**src/rtl/cmp_pkg.sv**
```systemverilog
// Shared definitions for the arbitrated magnitude-compare block:
// compare-function select codes and their type.
package cmp_pkg;

  typedef logic [2:0] cmp_sel_t;

  localparam cmp_sel_t SEL_ZERO = 3'b000;
  localparam cmp_sel_t SEL_ONE  = 3'b001;
  localparam cmp_sel_t SEL_EQ   = 3'b010;
  localparam cmp_sel_t SEL_NE   = 3'b011;
  localparam cmp_sel_t SEL_GE   = 3'b100;
  localparam cmp_sel_t SEL_LE   = 3'b101;
  localparam cmp_sel_t SEL_NAND = 3'b110;
  localparam cmp_sel_t SEL_GT   = 3'b111;

endpackage

```
**src/rtl/comparator_ds.sv**
```systemverilog
// Combinational unsigned magnitude comparator with a 3-bit function select,
// built from a single greater-than and a single equality term.
module comparator_ds
  import cmp_pkg::*;
#(
  parameter int N = 8
) (
  input  logic [2:0]   sel_i,
  input  logic [N-1:0] a_i,
  input  logic [N-1:0] b_i,
  output logic         result_o
);

  logic gt;
  logic eq;

  assign gt = (a_i > b_i);
  assign eq = (a_i == b_i);

  always_comb begin
    result_o = 1'b0;
    case (cmp_sel_t'(sel_i))
      SEL_ZERO: result_o = 1'b0;
      SEL_ONE:  result_o = 1'b1;
      SEL_EQ:   result_o = eq;
      SEL_NE:   result_o = !eq;
      SEL_GE:   result_o = gt | eq;
      SEL_LE:   result_o = !gt;
      SEL_NAND: result_o = !(gt & eq);
      SEL_GT:   result_o = gt;
      default:  result_o = 1'b0;
    endcase
  end

endmodule

```
**src/rtl/cmp_arbiter.sv**
```systemverilog
// Round-robin sharing of one compare unit between NREQ requesters, with a
// single registered, backpressured response slot tagged by requester index.
module cmp_arbiter
  import cmp_pkg::*;
#(
  parameter int N    = 8,
  parameter int NREQ = 4,
  parameter int IDW  = $clog2(NREQ)
) (
  input  logic              clk,
  input  logic              rst,
  input  logic [NREQ-1:0]   req_valid,
  output logic [NREQ-1:0]   req_ready,
  input  logic [3*NREQ-1:0] req_sel,
  input  logic [N*NREQ-1:0] req_a,
  input  logic [N*NREQ-1:0] req_b,
  output logic              rsp_valid,
  input  logic              rsp_ready,
  output logic [IDW-1:0]    rsp_id,
  output logic              rsp_out,
  output logic [15:0]       cmp_count
);

  logic [2:0]   sel_arr [NREQ];
  logic [N-1:0] a_arr   [NREQ];
  logic [N-1:0] b_arr   [NREQ];

  genvar gi;
  generate
    for (gi = 0; gi < NREQ; gi++) begin : g_unpack
      assign sel_arr[gi] = req_sel[3*gi +: 3];
      assign a_arr[gi]   = req_a[N*gi +: N];
      assign b_arr[gi]   = req_b[N*gi +: N];
    end
  endgenerate

  logic           rsp_valid_q, rsp_valid_d;
  logic [IDW-1:0] rsp_id_q, rsp_id_d;
  logic           rsp_out_q, rsp_out_d;
  logic [IDW-1:0] rr_ptr_q, rr_ptr_d;
  logic [15:0]    cmp_count_q, cmp_count_d;

  logic [2*NREQ-1:0] valid_dbl;
  logic              gnt_found;
  logic [IDW-1:0]    gnt_idx;
  logic              slot_free;
  logic              gnt_en;
  logic              cmp_result;

  // Doubling the request vector turns the wrap-around search into a linear one.
  assign valid_dbl = {req_valid, req_valid};

  always_comb begin
    gnt_found = 1'b0;
    gnt_idx   = '0;
    for (int k = 0; k < 2*NREQ; k++) begin
      if (!gnt_found && (k >= int'(rr_ptr_q)) && valid_dbl[k]) begin
        gnt_found = 1'b1;
        gnt_idx   = (k < NREQ) ? IDW'(k) : IDW'(k - NREQ);
      end
    end
  end

  assign slot_free = !rsp_valid_q || rsp_ready;
  assign gnt_en    = gnt_found && slot_free && !rst;
  assign req_ready = gnt_en ? (NREQ'(1) << gnt_idx) : '0;

  comparator_ds #(.N(N)) u_cmp (
    .sel_i    (sel_arr[gnt_idx]),
    .a_i      (a_arr[gnt_idx]),
    .b_i      (b_arr[gnt_idx]),
    .result_o (cmp_result)
  );

  always_comb begin
    rsp_valid_d = rsp_valid_q;
    rsp_id_d    = rsp_id_q;
    rsp_out_d   = rsp_out_q;
    rr_ptr_d    = rr_ptr_q;
    cmp_count_d = cmp_count_q;
    if (rsp_valid_q && rsp_ready) begin
      cmp_count_d = cmp_count_q + 16'd1;
    end
    if (gnt_en) begin
      rsp_valid_d = 1'b1;
      rsp_id_d    = gnt_idx;
      rsp_out_d   = cmp_result;
      // Explicit wrap keeps the pointer in range when NREQ is not a power of 2.
      rr_ptr_d    = (gnt_idx == IDW'(NREQ - 1)) ? '0 : gnt_idx + IDW'(1);
    end else if (rsp_ready) begin
      rsp_valid_d = 1'b0;
    end
  end

  always_ff @(posedge clk) begin
    if (rst) begin
      rsp_valid_q <= 1'b0;
      rsp_id_q    <= '0;
      rsp_out_q   <= 1'b0;
      rr_ptr_q    <= '0;
      cmp_count_q <= '0;
    end else begin
      rsp_valid_q <= rsp_valid_d;
      rsp_id_q    <= rsp_id_d;
      rsp_out_q   <= rsp_out_d;
      rr_ptr_q    <= rr_ptr_d;
      cmp_count_q <= cmp_count_d;
    end
  end

  assign rsp_valid = rsp_valid_q;
  assign rsp_id    = rsp_id_q;
  assign rsp_out   = rsp_out_q;
  assign cmp_count = cmp_count_q;

endmodule

```
**config.mk**
```make
export PLATFORM = sky130hd
export DESIGN_NAME = cmp_arbiter
export DESIGN_NICKNAME = d
export VERILOG_FILES = /design/src/rtl/cmp_pkg.sv /design/src/rtl/comparator_ds.sv /design/src/rtl/cmp_arbiter.sv
export SDC_FILE = /design/constraint.sdc
export NUM_CORES = 1
export LEC_CHECK = 0
export CAP_MARGIN = 0
export CELL_PAD_IN_SITES_DETAIL_PLACEMENT = 0
export CELL_PAD_IN_SITES_GLOBAL_PLACEMENT = 2
export CORE_ASPECT_RATIO = 1.5
export CORE_MARGIN = 8
export CORE_UTILIZATION = 18
export CTS_BUF_LIST = sky130_fd_sc_hd__clkbuf_4 sky130_fd_sc_hd__clkbuf_8
export DETAILED_ROUTE_END_ITERATION = 8
export PLACE_DENSITY_LB_ADDON = 0.1
export SLEW_MARGIN = 25
export SYNTH_ARGS = -nofsm -noshare
export SYNTH_HDL_FRONTEND = slang
export SYNTH_SLANG_ARGS = --single-unit
export TNS_END_PERCENT = 100
```
**constraint.sdc**
```tcl
create_clock -name clk -period 3.8 [get_ports clk]
set_input_delay 0.76 -clock clk [delete_from_list [all_inputs] [get_ports clk]]
set_output_delay 0.76 -clock clk [all_outputs]
set_load 0.005 [all_outputs]
```
==> impl_metrics.py <==
metrics = {
    "hold_path": {
        "min_from": "cmp_count[15]",
        "hold_path_class": "flip-flop to flip-flop",
    },
    "floorplan": {
        "core_area_um2": 10500,
        "num_rows": 46,
        "die_area_um2": 14500,
        "boundaryPins": 107,
        "die_h_um": 143,
        "start_util_pct": 18.5,
        "die_x_um": 101,
    },
    "synthesis": {
        "syn-num-nets": 380,
        "synth_compound_area_share_pct": 15.1,
        "synthAdderAreaFrac_pct": 8.37,
        "synth_seq_cells": 22,
        "synth_common_cells": "nand2_1 (84), dfxtp_1 (22), nor2_1 (18)",
        "synth_area_um2": 1940,
        "synth_cell_types": 36,
        "synth_area_leader_cell": "dfxtp_1",
        "ys_top_cells_by_area": "dfxtp_1 (23%), nand2_1 (16%), ha_1 (8.4%)",
        "synthArstFlopShare_pct": 0,
        "yosys_warnings": 0,
        "synthXorXnorAreaFrac_pct": 4.05,
        "synth_top_family_by_area": "simple AND/OR/NAND/NOR gates",
        "postSynthAreaPerCell_um2": 6.85,
        "syn-instance-count": 284,
        "synth_ff_type": "dfxtp_1",
        "yosysMostFrequentCell": "nand2_1",
        "synth_top_area_share_pct": 22.7,
        "synthSimpleGateAreaFrac_pct": 38.4,
        "synth-edff-count": 0,
        "ys_seq_area_share_pct": 22.7,
        "muxShareOfSynthArea_pct": 7.72,
    },
    "power": {
        "vdd_drop_max_mv": 0.136,
        "p_per_area_nw_per_um2": 340,
        "leakage_nw": 1.47,
        "p_total_mw": 1.21,
    },
    "worst_setup_path": {
        "worst_ep_arrival_time_ns": 3.75,
        "critPathLaunch": "req_valid[2]",
        "crit_path_max_fanout": 5,
        "crit_path_max_incr_delay_ns": 0.36,
        "rrSetupSlack_ns": 0.67,
        "crit_path_frequent_cell": "nand2_1",
        "crit_path_top_delay_cell": "or3_1",
        "r2r_start": "rr_ptr_q[1]",
        "crit_chain": "dlygate4sd2_1, nor2b_2, a21boi_2, o32ai_4, buf_6, bufbuf_16, buf_4, nand2_1, nand2_1, o21ai_1, ha_1, a21oi_2, a21oi_1, or3_1, or2_4, a211oi_2, o22ai_1",
        "critPathRequiredTime_ns": 3.94,
        "worstSetupStartpointType": "input port",
        "cp-end-kind": "flip-flop",
        "worst-setup-path-type": "input port to flip-flop",
    },
    "timing": {
        "fmax_ghz": 0.277,
        "rsz0062_at_grt": "false",
        "skew_ns": 0.00432,
        "finalCriticalPeriod_ns": 3.60,
        "fin_crit_sh_pct": 94.9,
        "slew_viol_final": 0,
        "relSlewSlack_pct": 45.5,
        "worst_slew_pin_slew_ns": 0.814,
        "setup_tns_ns": 0,
        "hold_viol": 0,
        "finalSetupViolations": 0,
        "hold_slack_ns": 0.494,
    },
    "clocking": {
        "htree_num_levels": 1,
        "clock-root-buffer": "clkbuf_8",
        "cts_inserted_buffers": 3,
        "cts_hold_buffers": 0,
        "tritoncts": "built",
        "clock_latency_ns": 0.26,
        "cts_sinks": 22,
        "clk_pin_slew_ns": 0.08,
        "clk_path_buf_depth": 2,
    },
    "global_routing": {
        "grt_pass1_wl_mm": 12.9,
        "grt_max_degree": 23,
        "grt.total_usage_pct": 11.3,
        "grt.overflow.total": 0,
        "grt_pass1_vias": 2569,
        "antenna_found_initial": 0,
    },
    "run": {
        "maxCapViolations": 0,
    },
    "detailed_routing": {
        "antenna_left": 0,
        "viasPerCell": 4.34,
        "routed_wl_mm": 8.19,
        "first_iter_violations": 45,
        "wl_per_cell_um": 14.8,
        "drc": 0,
        "dr_total_vias": 2402,
        "firstDrtPassIters": 4,
    },
    "layout": {
        "n_antenna_cell": 0,
        "nets": 507,
        "postLayoutCellArea_um2": 3550,
        "drive_above_1_share_pct": 12.7,
        "fill_cells": 1150,
        "areaGrowthSynthToFinish_pct": 82.8,
    },
    "place": {
        "gp_congestion": 0.730,
        "dp_hpwl_mm": 6.73,
        "portBuffers": 106,
        "place_area_um2": 3330,
    },
    "outcome": {
        "status": "complete, no violations",
    },
}
## final cells by class
cell class	instances	area, µm²	area share [%]
tap	144	180	5.07
inverter	2	7.51	0.211
timing repair buffer	137	1390	39.0
multi-input combinational	245	1490	41.8
clock buffer	4	55.1	1.55
sequential	22	440	12.4
## metal layers
metal	GRT usage, %	up-vias	part of all wire [%]
met5	0	-	0
met4	3.60	0	1.5
met3	2.71	8	6.1
met2	23.1	66	57
met1	10.3	1093	35
li1	-	1235	-
## final timing paths
| path | to | cells past startpoint |
|---|---|---|
| max | rsp_out | 17 |
| min | cmp_count[15] | 2 |
| max reg2reg | rsp_out | 15 |
| min reg2reg | cmp_count[15] | 2 |
## cells in the final DEF, fill, tap and decap left out, types with 2 or more instances in the layout
| master | Yosys | final |
|---|---|---|
| clkdlybuf4s50_1 | 0 | 102 |
| nand2_1 | 84 | 84 |
| buf_4 | 0 | 23 |
| dfxtp_1 | 22 | 22 |
| nor2_1 | 18 | 17 |
| mux2i_1 | 15 | 15 |
| ha_1 | 13 | 13 |
| and3_1 | 11 | 11 |
| o21ai_0 | 10 | 10 |
| a21oi_1 | 11 | 10 |
| nand3_1 | 9 | 9 |
| xor2_1 | 8 | 8 |
| o21ai_1 | 8 | 7 |
| or3_1 | 7 | 7 |
| nand2b_1 | 6 | 6 |
| and2_1 | 6 | 6 |
| nand4_1 | 6 | 6 |
| a31oi_1 | 8 | 5 |
| nor2b_1 | 6 | 4 |
| clkbuf_8 | 0 | 4 |
| a31oi_2 | 0 | 3 |
| dlygate4sd2_1 | 0 | 3 |
| buf_12 | 0 | 3 |
| nor2b_2 | 0 | 2 |
| o211ai_1 | 2 | 2 |
| a211oi_2 | 0 | 2 |
| o22ai_1 | 2 | 2 |
| bufbuf_16 | 0 | 2 |
| buf_6 | 1 | 2 |
## kinds of logic after synthesis
group | Yosys count
flops | 22
compound gates | 47
xor+xnor | 9
fa+ha+maj | 13
buf+inv | 17
simple gates | 161
mux | 15
## metrics by stage
| step | setup slack, ns | instances | utilization [%] |
|---|---|---|---|
| finish | 0.195 | 554 | 33.7 |
| global route | 0.0279 | 554 | 33.7 |
| CTS | 0.0461 | 554 | 33.7 |
| detailed placement | -0.394 | 541 | 31.6 |
| global placement | -0.352 | 541 | 31.6 |
| floorplan | 0.0433 | 284 | - |
## report_power, final
part | total [mW] | switching, mW | internal (mW)
clock network | 0.172 | 0.0792 | 0.0924
registers | 0.256 | 0.0125 | 0.243
logic | 0.782 | 0.351 | 0.431
total | 1.21 | 0.443 | 0.767
## timing repair
item / in CTS / in global routing
gates cloned: 3 / 0
endpoints found under the setup margin: 5 / 5
pin swaps: 7 / 5
buffers inserted: 6 / 0
gates resized for setup: 16 / 2
hold endpoints to repair: 0 / 0
## critical path, delay by kind of cell
family | cells | cell delay [ns]
AO/OA/AOI/OAI | 7 | 1.05
AND/OR/NAND/NOR | 5 | 0.85
adder cells (fa/ha/maj) | 1 | 0.32
buffers and inverters | 4 | 0.77
## flip-flops by register name (all words and copies together), names as in the netlist
signal and count:
rsp_out 1, cmp_count 16, rsp_id 2, rsp_valid 1
rr_ptr_q 2
Note: power is estimated with default switching activity, not from simulation.
